[config.mk]
export PLATFORM = sky130hd
export DESIGN_NAME = tlul_outstanding_limiter
export DESIGN_NICKNAME = d
export VERILOG_FILES = /design/src/rtl/tlul_pkg.sv /design/src/rtl/tlul_src_table.sv /design/src/rtl/tlul_outstanding_limiter.sv
export SDC_FILE = /design/constraint.sdc
export NUM_CORES = 1
export LEC_CHECK = 0
export BUFFER_PORTS_ARGS = -buffer_cell sky130_fd_sc_hd__buf_4
export CELL_PAD_IN_SITES_DETAIL_PLACEMENT = 0
export CELL_PAD_IN_SITES_GLOBAL_PLACEMENT = 1
export CORE_AREA = 2 2 139 141
export CTS_BUF_LIST = sky130_fd_sc_hd__clkbuf_16
export DETAILED_ROUTE_END_ITERATION = 12
export DIE_AREA = 0 0 141 143
export PLACE_DENSITY_LB_ADDON = 0.1
export SYNTH_ARGS = -nofsm -noshare
export SYNTH_HDL_FRONTEND = slang
export SYNTH_SLANG_ARGS = --single-unit
[constraint.sdc]
create_clock -name clk_i -period 2.7 [get_ports clk_i]
set_input_delay 0.27 -clock clk_i [delete_from_list [all_inputs] [get_ports clk_i]]
set_output_delay 0.27 -clock clk_i [all_outputs]
set_load 0.05 [all_outputs]
[src/rtl/tlul_pkg.sv]
// Shared TL-UL channel types built from the system TL widths.
package tlul_pkg;

    localparam int unsigned TL_AW  = 32;
    localparam int unsigned TL_DW  = 32;
    localparam int unsigned TL_AIW = 8;
    localparam int unsigned TL_DIW = 1;
    localparam int unsigned TL_AUW = 21;
    localparam int unsigned TL_DUW = 14;
    localparam int unsigned TL_SZW = 2;
    localparam int unsigned TL_DBW = TL_DW / 8;

    typedef enum logic [2:0] {
        PutFullData    = 3'h0,
        PutPartialData = 3'h1,
        Get            = 3'h4
    } tl_a_op_e;

    typedef enum logic [2:0] {
        AccessAck     = 3'h0,
        AccessAckData = 3'h1
    } tl_d_op_e;

    typedef struct packed {
        logic               a_valid;
        tl_a_op_e           a_opcode;
        logic [2:0]         a_param;
        logic [TL_SZW-1:0]  a_size;
        logic [TL_AIW-1:0]  a_source;
        logic [TL_AW-1:0]   a_address;
        logic [TL_DBW-1:0]  a_mask;
        logic [TL_DW-1:0]   a_data;
        logic [TL_AUW-1:0]  a_user;
        logic               d_ready;
    } tl_h2d_t;

    typedef struct packed {
        logic               d_valid;
        tl_d_op_e           d_opcode;
        logic [2:0]         d_param;
        logic [TL_SZW-1:0]  d_size;
        logic [TL_AIW-1:0]  d_source;
        logic [TL_DIW-1:0]  d_sink;
        logic [TL_DW-1:0]   d_data;
        logic [TL_DUW-1:0]  d_user;
        logic               d_error;
        logic               a_ready;
    } tl_d2h_t;

endpackage

[src/rtl/tlul_src_table.sv]
// Outstanding-request table: per-entry valid/source, lowest-index alloc and
// retire, source lookup and a registered count of valid entries.
module tlul_src_table
    import tlul_pkg::*;
#(
    parameter int unsigned Depth     = 4,
    parameter int unsigned CntW      = $clog2(Depth + 1),
    parameter bit          UniqueSrc = 1'b1
) (
    input  logic              clk_i,
    input  logic              rst_ni,
    input  logic              alloc_i,
    input  logic [TL_AIW-1:0] alloc_src_i,
    input  logic              retire_i,
    input  logic [TL_AIW-1:0] retire_src_i,
    input  logic [TL_AIW-1:0] lookup_src_i,
    output logic              full_o,
    output logic              lookup_hit_o,
    output logic              retire_hit_o,
    output logic [CntW-1:0]   count_o
);

    logic [Depth-1:0]  valid_q, valid_d;
    logic [TL_AIW-1:0] src_q [Depth];
    logic [TL_AIW-1:0] src_d [Depth];
    logic [CntW-1:0]   cnt_q, cnt_d;
    logic [Depth-1:0]  free_oh, ret_oh;
    logic              free_found, ret_found, alloc_ok, retire_ok, src_dup;

    always_comb begin
        free_oh      = '0;
        ret_oh       = '0;
        free_found   = 1'b0;
        ret_found    = 1'b0;
        lookup_hit_o = 1'b0;
        for (int unsigned i = 0; i < Depth; i++) begin
            if (!valid_q[i] && !free_found) begin
                free_oh[i] = 1'b1;
                free_found = 1'b1;
            end
            if (valid_q[i] && src_q[i] == retire_src_i && !ret_found) begin
                ret_oh[i] = 1'b1;
                ret_found = 1'b1;
            end
            if (valid_q[i] && src_q[i] == lookup_src_i) begin
                lookup_hit_o = 1'b1;
            end
        end
    end

    assign alloc_ok     = alloc_i & free_found;
    assign retire_ok    = retire_i & ret_found;
    assign full_o       = &valid_q;
    assign retire_hit_o = ret_found;
    assign count_o      = cnt_q;

    // Retire uses pre-update state, so a same-cycle alloc is never the one cleared.
    always_comb begin
        valid_d = valid_q;
        if (retire_ok) valid_d = valid_d & ~ret_oh;
        if (alloc_ok)  valid_d = valid_d | free_oh;
        for (int unsigned i = 0; i < Depth; i++) begin
            src_d[i] = src_q[i];
            if (alloc_ok && free_oh[i]) src_d[i] = alloc_src_i;
        end
        case ({alloc_ok, retire_ok})
            2'b10:   cnt_d = cnt_q + CntW'(1);
            2'b01:   cnt_d = cnt_q - CntW'(1);
            default: cnt_d = cnt_q;
        endcase
    end

    always_ff @(posedge clk_i) begin
        if (!rst_ni) begin
            valid_q <= '0;
            cnt_q   <= '0;
            for (int unsigned i = 0; i < Depth; i++) src_q[i] <= '0;
        end else begin
            valid_q <= valid_d;
            cnt_q   <= cnt_d;
            for (int unsigned i = 0; i < Depth; i++) src_q[i] <= src_d[i];
        end
    end

    always_comb begin
        src_dup = 1'b0;
        for (int unsigned i = 0; i < Depth; i++) begin
            for (int unsigned j = i + 1; j < Depth; j++) begin
                if (valid_q[i] && valid_q[j] && src_q[i] == src_q[j]) src_dup = 1'b1;
            end
        end
    end

    a_no_alloc_full: assert property (@(posedge clk_i) disable iff (!rst_ni)
        !(alloc_i && full_o));
    a_unique_src: assert property (@(posedge clk_i) disable iff (!rst_ni)
        !(UniqueSrc && src_dup));
    a_cnt_range: assert property (@(posedge clk_i) disable iff (!rst_ni)
        (int'(cnt_q) <= int'(Depth)) && (int'(cnt_q) == $countones(valid_q)));

endmodule

[src/rtl/tlul_outstanding_limiter.sv]
// Zero-latency TL-UL stage limiting in-flight requests, stalling duplicate
// sources, flagging unexpected responses and providing a drain handshake.
module tlul_outstanding_limiter
    import tlul_pkg::*;
#(
    parameter int unsigned MaxOutstanding = 4,
    parameter bit          EnSourceCheck  = 1'b1,
    localparam int unsigned CntW          = $clog2(MaxOutstanding + 1)
) (
    input  logic            clk_i,
    input  logic            rst_ni,
    input  tl_h2d_t         tl_h_i,
    output tl_d2h_t         tl_h_o,
    output tl_h2d_t         tl_d_o,
    input  tl_d2h_t         tl_d_i,
    input  logic            drain_req_i,
    output logic            drain_ack_o,
    output logic [CntW-1:0] outstanding_o,
    output logic            err_unexp_rsp_o
);

    typedef enum logic [1:0] {
        ACTIVE,
        DRAINING,
        DRAINED
    } drain_state_e;

    drain_state_e state_q;
    logic         drain_ack_q, err_q;
    logic         full, lookup_hit, retire_hit, dup, a_block, a_hs, d_hs;

    // Gating sees only registered state and host fields, never same-cycle D.
    assign dup     = EnSourceCheck && lookup_hit;
    assign a_block = full | dup | (state_q != ACTIVE);
    assign a_hs    = tl_d_o.a_valid & tl_d_i.a_ready;
    assign d_hs    = tl_d_i.d_valid & tl_h_i.d_ready;

    always_comb begin
        tl_d_o         = tl_h_i;
        tl_d_o.a_valid = tl_h_i.a_valid & ~a_block;
        tl_h_o         = tl_d_i;
        tl_h_o.a_ready = tl_d_i.a_ready & ~a_block;
    end

    tlul_src_table #(
        .Depth     (MaxOutstanding),
        .CntW      (CntW),
        .UniqueSrc (EnSourceCheck)
    ) u_src_table (
        .clk_i        (clk_i),
        .rst_ni       (rst_ni),
        .alloc_i      (a_hs),
        .alloc_src_i  (tl_h_i.a_source),
        .retire_i     (d_hs),
        .retire_src_i (tl_d_i.d_source),
        .lookup_src_i (tl_h_i.a_source),
        .full_o       (full),
        .lookup_hit_o (lookup_hit),
        .retire_hit_o (retire_hit),
        .count_o      (outstanding_o)
    );

    always_ff @(posedge clk_i) begin
        if (!rst_ni) begin
            state_q     <= ACTIVE;
            drain_ack_q <= 1'b0;
            err_q       <= 1'b0;
        end else begin
            err_q <= d_hs & ~retire_hit;
            case (state_q)
                ACTIVE: begin
                    if (drain_req_i) state_q <= DRAINING;
                end
                DRAINING: begin
                    if (!drain_req_i) begin
                        state_q <= ACTIVE;
                    end else if (outstanding_o == '0 && !d_hs) begin
                        state_q     <= DRAINED;
                        drain_ack_q <= 1'b1;
                    end
                end
                DRAINED: begin
                    if (!drain_req_i) begin
                        state_q     <= ACTIVE;
                        drain_ack_q <= 1'b0;
                    end
                end
                default: begin
                    state_q     <= ACTIVE;
                    drain_ack_q <= 1'b0;
                end
            endcase
        end
    end

    assign drain_ack_o     = drain_ack_q;
    assign err_unexp_rsp_o = err_q;

    a_ack_idle: assert property (@(posedge clk_i) disable iff (!rst_ni)
        drain_ack_o |-> (outstanding_o == '0));

endmodule

==> summary.txt, run 1 <==
Outcome = finished with violations
Failing checks = setup timing
Starting density of the core = 0.204
Global route overflow = 0
Post-synth top area share = 0.342
Yosys cell types = 36
Final core occ = 0.196
Type of destination of the critical path = flop
Clock buffer depth = 2
Area after DPL = 3420 um^2
CTS buffer count = 5
Async set-reset flop share out of synthesis = 0
CTS tree = built
Antenna Nets Post-Route = 0
Max FO, Critical Path = 2
Fin area = 3650 um^2
Mean Syn Cell Area = 8.38 um^2
Fill cells = 2045
Hold WC Path Type = input pin to flop
Synth top area cells = buf_4, dfxtp_1, xor2_1
# DRC = 0
Yosys warns = 0
Largest net degree at the start of global routing = 26
IO buf count = 47
Total leakage power = 1.60 nW
Worst skew pair latency = 0.31 ns
Total number of vias = 2428
Drt first pass iters = 6
First DRT Iteration DRCs = 74
Cell Rows = 50
Root buf cell = clkbuf_16
Vias per cell = 4.03
Post-synth EDFFs = 0
# nets final = 545
Fmax = 346 MHz
Chip width = 141 um
Post-synth top area cell = buf_4
Max Clock Skew = 0.00827 ns
Final WL = 12400 um
RSZ-0062 raised after global routing = true
Final critical-path required period = 2.89 ns
Clk sinks = 43
WP data arrival = 3.12 ns
Fin. Hold Viols = 0
WP data required = 2.93 ns
H-tree depth = 2
Hpwl dp = 10100 um
GRT Util Overall = 0.122
DIE HEIGHT = 143 um
Post-Syn Area = 3800 um^2
Post-Synthesis Cells = 453
Mapped Nets = 631
Initial antenna violation count = 0
Slew margin rel. = 0.653
Setup WS pre-CTS = -0.476 ns
# diodes = 0
CP Class = flop to flop
Setup ws final = -0.189 ns
Seq/Total Area, Yosys = 0.227
Worst reg2reg path startpoint = u_src_table.src_q[0][19]$_SDFFE_PN0P_
Top post-synthesis cells by count = buf_4, nand2_1, dfxtp_1, xor2_1, mux2i_1
Worst Setup SP = u_src_table.src_q[0][19]$_SDFFE_PN0P_
Cell with the most instances after synthesis = buf_4
PD cells = 477 nW/um^2
Reg clk slew, reported paths = 0.07 ns
Final slew viol count = 0
Share of cells above drive strength 1 = 0.313
#FFs+latches synth = 43
Final setup viols = 2
Final estimated routing congestion in global placement = 0.764
Ports = 354
VDD IR max = 0.000210 V
Top FF cell, synth = dfxtp_1
Die area = 20200 um^2
Worst-Margin Slew = 0.516 ns
Cts hold-fix bufs = 0
Layout area overhead = -3.99%
Hold path startpoint = drain_req_i
Vias in the first global route = 2543
Avg WL per Cell = 20.5 um
Max Cap Viol = 0
CORE AREA = 18600 um^2
First-pass GRT wire length = 17500 um
Final Cycle Share = 1.07
Crit path launch type = flop
worst max-delay path, cell delays in order, from the launching register on:
cell	delay, ns
dfxtp_2	0.33
xor2_1	0.16
nor4_2	0.38
buf_4	0.19
nand3_4	0.07
nor4_4	0.26
nor2b_2	0.08
a31oi_1	0.18
ha_2	0.21
inv_2	0.04
fa_2	0.33
xor2_1	0.15
or3_1	0.31
a21oi_1	0.12
power breakdown:
group / total, mW / switching, mW / leakage (nW) / internal (mW)
clock: 0.740 / 0.302 / 0.0818 / 0.438
sequential: 0.664 / 0.0153 / 0.349 / 0.648
combinational: 0.335 / 0.206 / 1.17 / 0.129
total: 1.74 / 0.523 / 1.60 / 1.22
logic make-up (layout without fill, tap and decap cells):
group	count (synthesis)	in the layout	synth area share
AND/OR/NAND/NOR	100	100	0.129
flip-flops	43	43	0.227
XOR/XNOR	66	66	0.154
multiplexers	32	32	0.0843
buffers and inverters	195	110	0.374
AO/OA/AOI/OAI	15	15	0.0241
adder cells (fa/ha/maj)	2	2	0.00857
layer usage:
| metal | vias up | track usage | share of wire |
|---|---|---|---|
| met5 | - | 0 | 0 |
| met4 | 0 | 0.0526 | 0.030 |
| met3 | 39 | 0.0667 | 0.13 |
| met2 | 155 | 0.204 | 0.48 |
| met1 | 1111 | 0.129 | 0.37 |
| li1 | 1123 | - | - |
cells in the final DEF (no fill, tap or decap), drive strengths merged:
cell type / n
a221oi: 1
or3: 2
nor4b: 1
and3: 5
clkbuf: 5
buf: 95
dfxtp: 43
bufinv: 1
and2: 1
nand3: 9
a211oi: 1
mux2i: 32
o31ai: 1
inv: 7
nand2: 46
and4: 1
nand4: 7
a31oi: 3
o21ai: 3
nor3: 8
nor2b: 1
fa: 1
a32oi: 1
nor4: 9
ha: 1
clkinv: 2
and4b: 1
xor2: 41
a21oi: 5
xnor2: 25
nor2: 9
per-stage QoR:
step                      power, mW  setup TNS [ns]  hold WS [ns]  instances
after floorplan                1.50               0         0.428        453
after global placement         1.02          -0.653         0.481        592
after detailed placement       1.02          -0.674         0.473        592
after CTS                      1.79          -0.228         0.231        600
after global routing           1.83          -0.622         0.250        602
final                          1.74          -0.205         0.250        602
sequential cells by signal, summed over array words and instances (netlist names):
register	flops
u_src_table.src_q	32
u_src_table.valid_q	4
u_src_table.count_o	3
state_q	2
drain_ack_o	1
err_unexp_rsp_o	1
worst paths after layout:
path                                              end  slack [ns]  depth (start not counted)
setup / recovery  u_src_table.count_o[2]$_SDFFE_PN0P_       -0.19                         13
hold / removal               drain_ack_o$_SDFFE_PN0P_        0.25                          3
setup reg to reg  u_src_table.count_o[2]$_SDFFE_PN0P_       -0.19                         13
hold reg to reg               state_q[0]$_SDFFE_PN0P_        0.48                          1
repair_timing:
item                                    CTS  global route
buffers inserted                          0             2
endpoints found under the setup margin    2             2
gates cloned                              0             0
gates resized for setup                   2             8
hold endpoints to repair                  0             0
pin swaps                                 1             5
area by class of cell:
type | instances | area, um^2 | area share
Timing Repair Buffer | 95 | 738 | 0.202
Multi-Input combinational cell | 215 | 1560 | 0.428
Clock inverter | 3 | 42.5 | 0.0117
Sequential cell | 43 | 862 | 0.236
Clock buffer | 5 | 125 | 0.0343
Inverter | 7 | 26.3 | 0.00721
Tap cell | 234 | 293 | 0.0803
Power figures use the tool's default switching activity.
==> run 2, diff against run 1 <==
- MAX_ROUTING_LAYER: not set -> met4
==> summary.txt, run 2 (same netlist as run 1, synthesis figures left out) <==
CP Class = flop to flop
IO buf count = 47 (unchanged)
First-pass GRT wire length = 17500 um (about the same)
Overall power = 1.74 mW (+0.30%)
Slew margin rel. = 0.661 (+0.00872)
Failing checks = setup timing
First DRT Iteration DRCs = 61 (-18%)
Chip width = 141 um (unchanged)
WP data arrival = 3.12 ns (about the same)
CTS tree = built
# diodes = 0 (unchanged)
Outcome = finished with violations
Worst skew pair latency = 0.31 ns (about the same)
FF-to-FF path depth = 13 (unchanged)
Final WL = 12400 um (+0.11%)
CTS buffer count = 5 (unchanged)
Vias in the first global route = 2527 (-0.63%)
CORE AREA = 18600 um^2 (unchanged)
Share of cells above drive strength 1 = 0.313 (unchanged)
Worst-Margin Slew = 0.503 ns (-0.0130 ns)
Clock buffer depth = 2 (unchanged)
Final estimated routing congestion in global placement = 0.774 (+1.3%)
Initial antenna violation count = 0 (unchanged)
Layout area overhead = -3.99% (unchanged)
Type of destination of the critical path = flop
# DRC = 0 (unchanged)
Global route overflow = 0 (unchanged)
Hold WC Path Type = input pin to flop
Total number of vias = 2421 (-0.29%)
Antenna Nets Post-Route = 0 (unchanged)
Commonest non-fill, non-tap cell in the layout = buf_4
Final slew viol count = 0 (unchanged)
Root buf cell = clkbuf_16
Vias per cell = 4.02 (-0.29%)
Max FO, Critical Path = 2 (unchanged)
Cts hold-fix bufs = 0 (unchanged)
Cell Rows = 50 (unchanged)
Setup ws final = -0.193 ns (-0.00352 ns)
DIE HEIGHT = 143 um (unchanged)
Worst Setup SP = u_src_table.src_q[0][19]$_SDFFE_PN0P_
RSZ-0062 raised after global routing = true
Largest net degree at the start of global routing = 26 (unchanged)
Worst Setup EP = u_src_table.count_o[2]$_SDFFE_PN0P_
Clk sinks = 43 (unchanged)
Most frequent cells in the layout = buf_4, nand2_1, dfxtp_1
Max Cap Viol = 0 (unchanged)
PD cells = 478 nW/um^2 (+0.30%)
Reg clk slew, reported paths = 0.07 ns (about the same)
Die area = 20200 um^2 (unchanged)
Final setup viols = 2 (unchanged)
Fin area = 3650 um^2 (unchanged)
R2R setup slack = -0.19 ns (about the same)
Worst r2r dst = u_src_table.count_o[2]$_SDFFE_PN0P_
Number of flip-flops in the largest register = 32 (unchanged)
VDD IR max = 0.000217 V (+3.5%)
Final Cycle Share = 1.07 (+0.00130)
# nets final = 545 (unchanged)
GRT Util Overall = 0.126 (+0.00379)
Worst reg2reg path startpoint = u_src_table.src_q[0][19]$_SDFFE_PN0P_
Avg WL per Cell = 20.6 um (+0.11%)
Starting density of the core = 0.204 (unchanged)
Final critical-path required period = 2.89 ns (+0.00352 ns)
Fin. Hold Viols = 0 (unchanged)
Setup WS pre-CTS = -0.476 ns (unchanged)
Crit path launch type = flop
Total leakage power = 1.60 nW (unchanged)
Max Clock Skew = 0.00886 ns (+0.000587 ns)
Ports = 354 (unchanged)
Fmax = 346 MHz (-0.12%)
Hpwl dp = 10100 um (unchanged)
H-tree depth = 2 (unchanged)
Biggest register = u_src_table.src_q
Area after DPL = 3420 um^2 (unchanged)
Drt first pass iters = 5 (-1)
WP data required = 2.93 ns (about the same)
run 2: cell counts in the layout (fill, tap and decap cells not counted):
No cell type changed its count.
run 2: final cells by class:
cell class	count	area, um^2
flip-flops and latches	43	862
well taps	234	293
inverters	7	26.3
clock buffers	5	125
repair buffers	95	738
multi-input cells	215	1560
clock inverters	3	42.5
fillers	2045	14900
run 2: layer usage:
| layer | up-vias | GRT usage | part of all wire |
|---|---|---|---|
| li1 | 1126 | - | - |
| met1 | 1100 | 0.131 | 0.37 |
| met2 | 154 | 0.202 | 0.47 |
| met3 | 41 | 0.0664 | 0.13 |
| met4 | 0 | 0.0526 | 0.031 |
| met5 | - | - | 0 |
run 2: worst max-delay path: stages, from the launching register on:
cell     delay, ns
dfxtp_2       0.33
xor2_1        0.16
nor4_2        0.38
buf_4         0.19
nand3_4       0.07
nor4_4        0.26
nor2b_2       0.08
a31oi_1       0.18
ha_2          0.21
inv_2         0.04
fa_2          0.33
xor2_1        0.15
or3_1         0.31
a21oi_1       0.12
run 2: worst min path at each step:
stage / startpoint / to / slack (ns) / cells past startpoint
2_1_floorplan: drain_req_i / state_q[1]$_SDFFE_PN0P_ / 0.43 / 2
3_3_place_gp: drain_ack_o$_SDFFE_PN0P_ / drain_ack_o$_SDFFE_PN0P_ / 0.48 / 2
3_5_place_dp: state_q[1]$_SDFFE_PN0P_ / state_q[0]$_SDFFE_PN0P_ / 0.47 / 1
4_1_cts: drain_req_i / drain_ack_o$_SDFFE_PN0P_ / 0.23 / 3
5_1_grt: drain_req_i / drain_ack_o$_SDFFE_PN0P_ / 0.25 / 3
6_report: drain_req_i / drain_ack_o$_SDFFE_PN0P_ / 0.25 / 3
run 2: where the power goes:
group	total (mW)	internal, mW	switching, mW
clock	0.745	0.438	0.306
sequential	0.664	0.648	0.0153
combinational	0.335	0.129	0.206
run 2: metrics by stage:
step / hold WS (ns) / std cells / TNS (ns) / utilization
6_report: 0.249 / 602 / -0.212 / 0.196
5_1_grt: 0.250 / 602 / -0.629 / 0.196
4_1_cts: 0.231 / 600 / -0.228 / 0.194
3_5_place_dp: 0.473 / 592 / -0.674 / 0.184
3_3_place_gp: 0.481 / 592 / -0.653 / 0.184
2_1_floorplan: 0.428 / 453 / 0 / -
run 2: what timing repair did:
action | 4_1_cts | 5_1_grt
setup buffers | 0 | 2
pin swaps | 1 | 5
endpoints found under the hold margin | 0 | 0
gates resized for setup | 2 | 8
endpoints found under the setup margin | 2 | 2
==> run 3, diff against run 2 <==
- PLACE_DENSITY_LB_ADDON: 0.1 -> 0.25
- clock period: 2.7 -> 2.4 ns (I/O delays scaled with it)
==> summary.txt, run 3 (same netlist as run 1, synthesis figures left out) <==
Final Cycle Share = 1.14 (+0.0724)
CTS tree = built
Met1 GRT Util = 0.117 (-0.0139)
WP data arrival = 2.96 ns (-0.16 ns)
# DRC = 0 (unchanged)
FF-to-FF path depth = 13 (unchanged)
Type of destination of the critical path = flop
Top Usage Layer GRT = met2
Setup ws final = -0.345 ns (-0.152 ns)
Layout area overhead = -0.0000527%
Most frequent cells in the layout = buf_4, nand2_1, dfxtp_1
VDD IR max = 0.000270 V (+24%)
Area after DPL = 3520 um^2 (+2.9%)
Root buf cell = clkbuf_16
M2 GR Usage = 0.198 (-0.00436)
Sequential power share = 0.383 (+0.002)
Clock buffer depth = 2 (unchanged)
Cell Rows = 50 (unchanged)
R2R setup slack = -0.35 ns (-0.15 ns)
CORE AREA = 18600 um^2 (unchanged)
Worst reg2reg path startpoint = u_src_table.src_q[0][22]$_SDFFE_PN0P_
Fmax = 364 MHz (+5.4%)
Setup WS pre-CTS = -0.459 ns (+0.0170 ns)
Logic pwr share = 0.205 (+0.013)
First DRT Iteration DRCs = 48 (-21%)
Crit path launch type = flop
H-tree depth = 2 (unchanged)
First-pass GRT wire length = 17000 um (-2.4%)
Overall power = 1.94 mW (+11%)
Hold WC Path Type = input pin to flop
GRT Util Overall = 0.120 (-0.00581)
Final critical-path required period = 2.75 ns (-0.148 ns)
Crit path cell chain = xor2_1 -> nor4_1 -> buf_4 -> nand3_4 -> nor4_4 -> nor2b_2 -> a31oi_1 -> ha_2 -> inv_2 -> fa_2 -> xor2_1 -> or3_1 -> a21oi_1
Largest net degree at the start of global routing = 29 (+12%)
Max FO, Critical Path = 3 (+1)
Pint = 1.39 mW (+14%)
Global route overflow = 0 (unchanged)
Commonest non-fill, non-tap cell in the layout = buf_4
Final setup viols = 2 (unchanged)
Avg WL per Cell = 19.7 um (-4.0%)
Total leakage power = 1.67 nW (+4.7%)
Drt first pass iters = 4 (-1)
Total number of vias = 2423 (+0.083%)
Reg clk slew, reported paths = 0.07 ns (about the same)
Slew margin rel. = 0.727 (+0.0658)
CTS buffer count = 5 (unchanged)
Worst path buffer plus inverter count = 2 (unchanged)
Vias per cell = 3.97 (-1.4%)
Biggest register = u_src_table.src_q
Share of cells above drive strength 1 = 0.347 (+0.0350)
Critical path depth = 13 (unchanged)
Worst Setup EP = u_src_table.count_o[2]$_SDFFE_PN0P_
Starting density of the core = 0.204 (unchanged)
Hpwl dp = 10100 um (-0.17%)
Switching fraction of total power = 0.287 (-0.0161)
# diodes = 0 (unchanged)
Final core occ = 0.204 (+0.00815)
RSZ-0062 raised after global routing = true
Worst-Margin Slew = 0.407 ns (-0.0969 ns)
Fin area = 3800 um^2 (+4.2%)
Final WL = 12100 um (-2.5%)
Max Clock Skew = 0.00672 ns (-0.00213 ns)
DIE HEIGHT = 143 um (unchanged)
Die area = 20200 um^2 (unchanged)
# nets final = 554 (+1.7%)
Worst r2r dst = u_src_table.count_o[2]$_SDFFE_PN0P_
Worst Setup SP = u_src_table.src_q[0][22]$_SDFFE_PN0P_
Grt met3 use = 0.0765 (+0.0101)
CP max stage delay = 0.33 ns (-0.05 ns)
WP data required = 2.62 ns (-0.31 ns)
Final slew viol count = 0 (unchanged)
Clock network power share = 0.412 (-0.015)
PD cells = 512 nW/um^2 (+7.0%)
Worst skew pair latency = 0.29 ns (-0.02 ns)
Initial antenna violation count = 0 (unchanged)
Final worst hold slack = 0.231 ns (-0.0187 ns)
Setup tns final = -0.539 ns (-0.327 ns)
Fin cells = 611 (+1.5%)
Failing checks = setup timing
CP Class = flop to flop
CP max-delay cell = dfxtp_2
Clk sinks = 43 (unchanged)
Top delay family on crit path = simple AND/OR/NAND/NOR gates
CP dominant cell by count = xor2_1
Number of flip-flops in the largest register = 32 (unchanged)
Fin. Hold Viols = 0 (unchanged)
Switch Pwr = 0.557 mW (+5.5%)
IO buf count = 47 (unchanged)
Vias in the first global route = 2556 (+1.1%)
Cell total after placement = 601 (+1.5%)
Final estimated routing congestion in global placement = 0.798 (+3.1%)
Antenna Nets Post-Route = 0 (unchanged)
Outcome = finished with violations
Max Cap Viol = 0 (unchanged)
Chip width = 141 um (unchanged)
Ports = 354 (unchanged)
Hold path startpoint = drain_req_i
==> run 3: repair_timing <==
| item | CTS | global route |
|---|---|---|
| endpoints found under the setup margin | 4 | 4 |
| hold buffers | 0 | 0 |
| setup buffers | 1 | 1 |
| gates resized for setup | 14 | 8 |
| cloned | 0 | 0 |
| pin swaps | 4 | 3 |
==> run 3: final cells by class <==
cell class | count | area (um^2)
Clock buffer | 5 | 125
Clock inverter | 3 | 43.8
Fill cell | 2026 | 14800
Inverter | 7 | 26.3
Multi-Input combinational cell | 215 | 1600
Sequential cell | 43 | 865
Tap cell | 234 | 293
Timing Repair Buffer | 104 | 850
==> run 3: layer usage <==
metal | up-vias | share of wire
met5 | - | 0
met4 | 0 | 0.024
met3 | 43 | 0.15
met2 | 163 | 0.48
met1 | 1080 | 0.35
li1 | 1137 | -
==> run 3: worst min path at each step <==
stage | to | slack [ns] | cells after the start
3_3_place_gp | state_q[0]$_SDFFE_PN0P_ | 0.47 | 1
4_1_cts | drain_ack_o$_SDFFE_PN0P_ | 0.23 | 3
3_5_place_dp | tl_d_o[103] | 0.48 | 0
6_report | drain_ack_o$_SDFFE_PN0P_ | 0.23 | 3
2_1_floorplan | state_q[1]$_SDFFE_PN0P_ | 0.40 | 2
5_1_grt | drain_ack_o$_SDFFE_PN0P_ | 0.25 | 3
==> run 3: worst reg2reg max path, stage by stage (launching register included) <==
cell     delay, ns
dfxtp_2       0.33
xor2_1        0.14
nor4_1        0.30
buf_4         0.20
nand3_4       0.08
nor4_4        0.19
nor2b_2       0.08
a31oi_1       0.17
ha_2          0.22
inv_2         0.04
fa_2          0.33
xor2_1        0.15
or3_1         0.30
a21oi_1       0.13
==> run 3: power groups by stage <==
stage	Clock, mW	Sequential, mW	Combinational [mW]
final	0.800	0.744	0.399
after global routing	0.845	0.746	0.431
after CTS	0.828	0.744	0.401
after detailed placement	0	0.761	0.391
after global placement	0	0.761	0.392
after floorplan	0	0.772	0.920
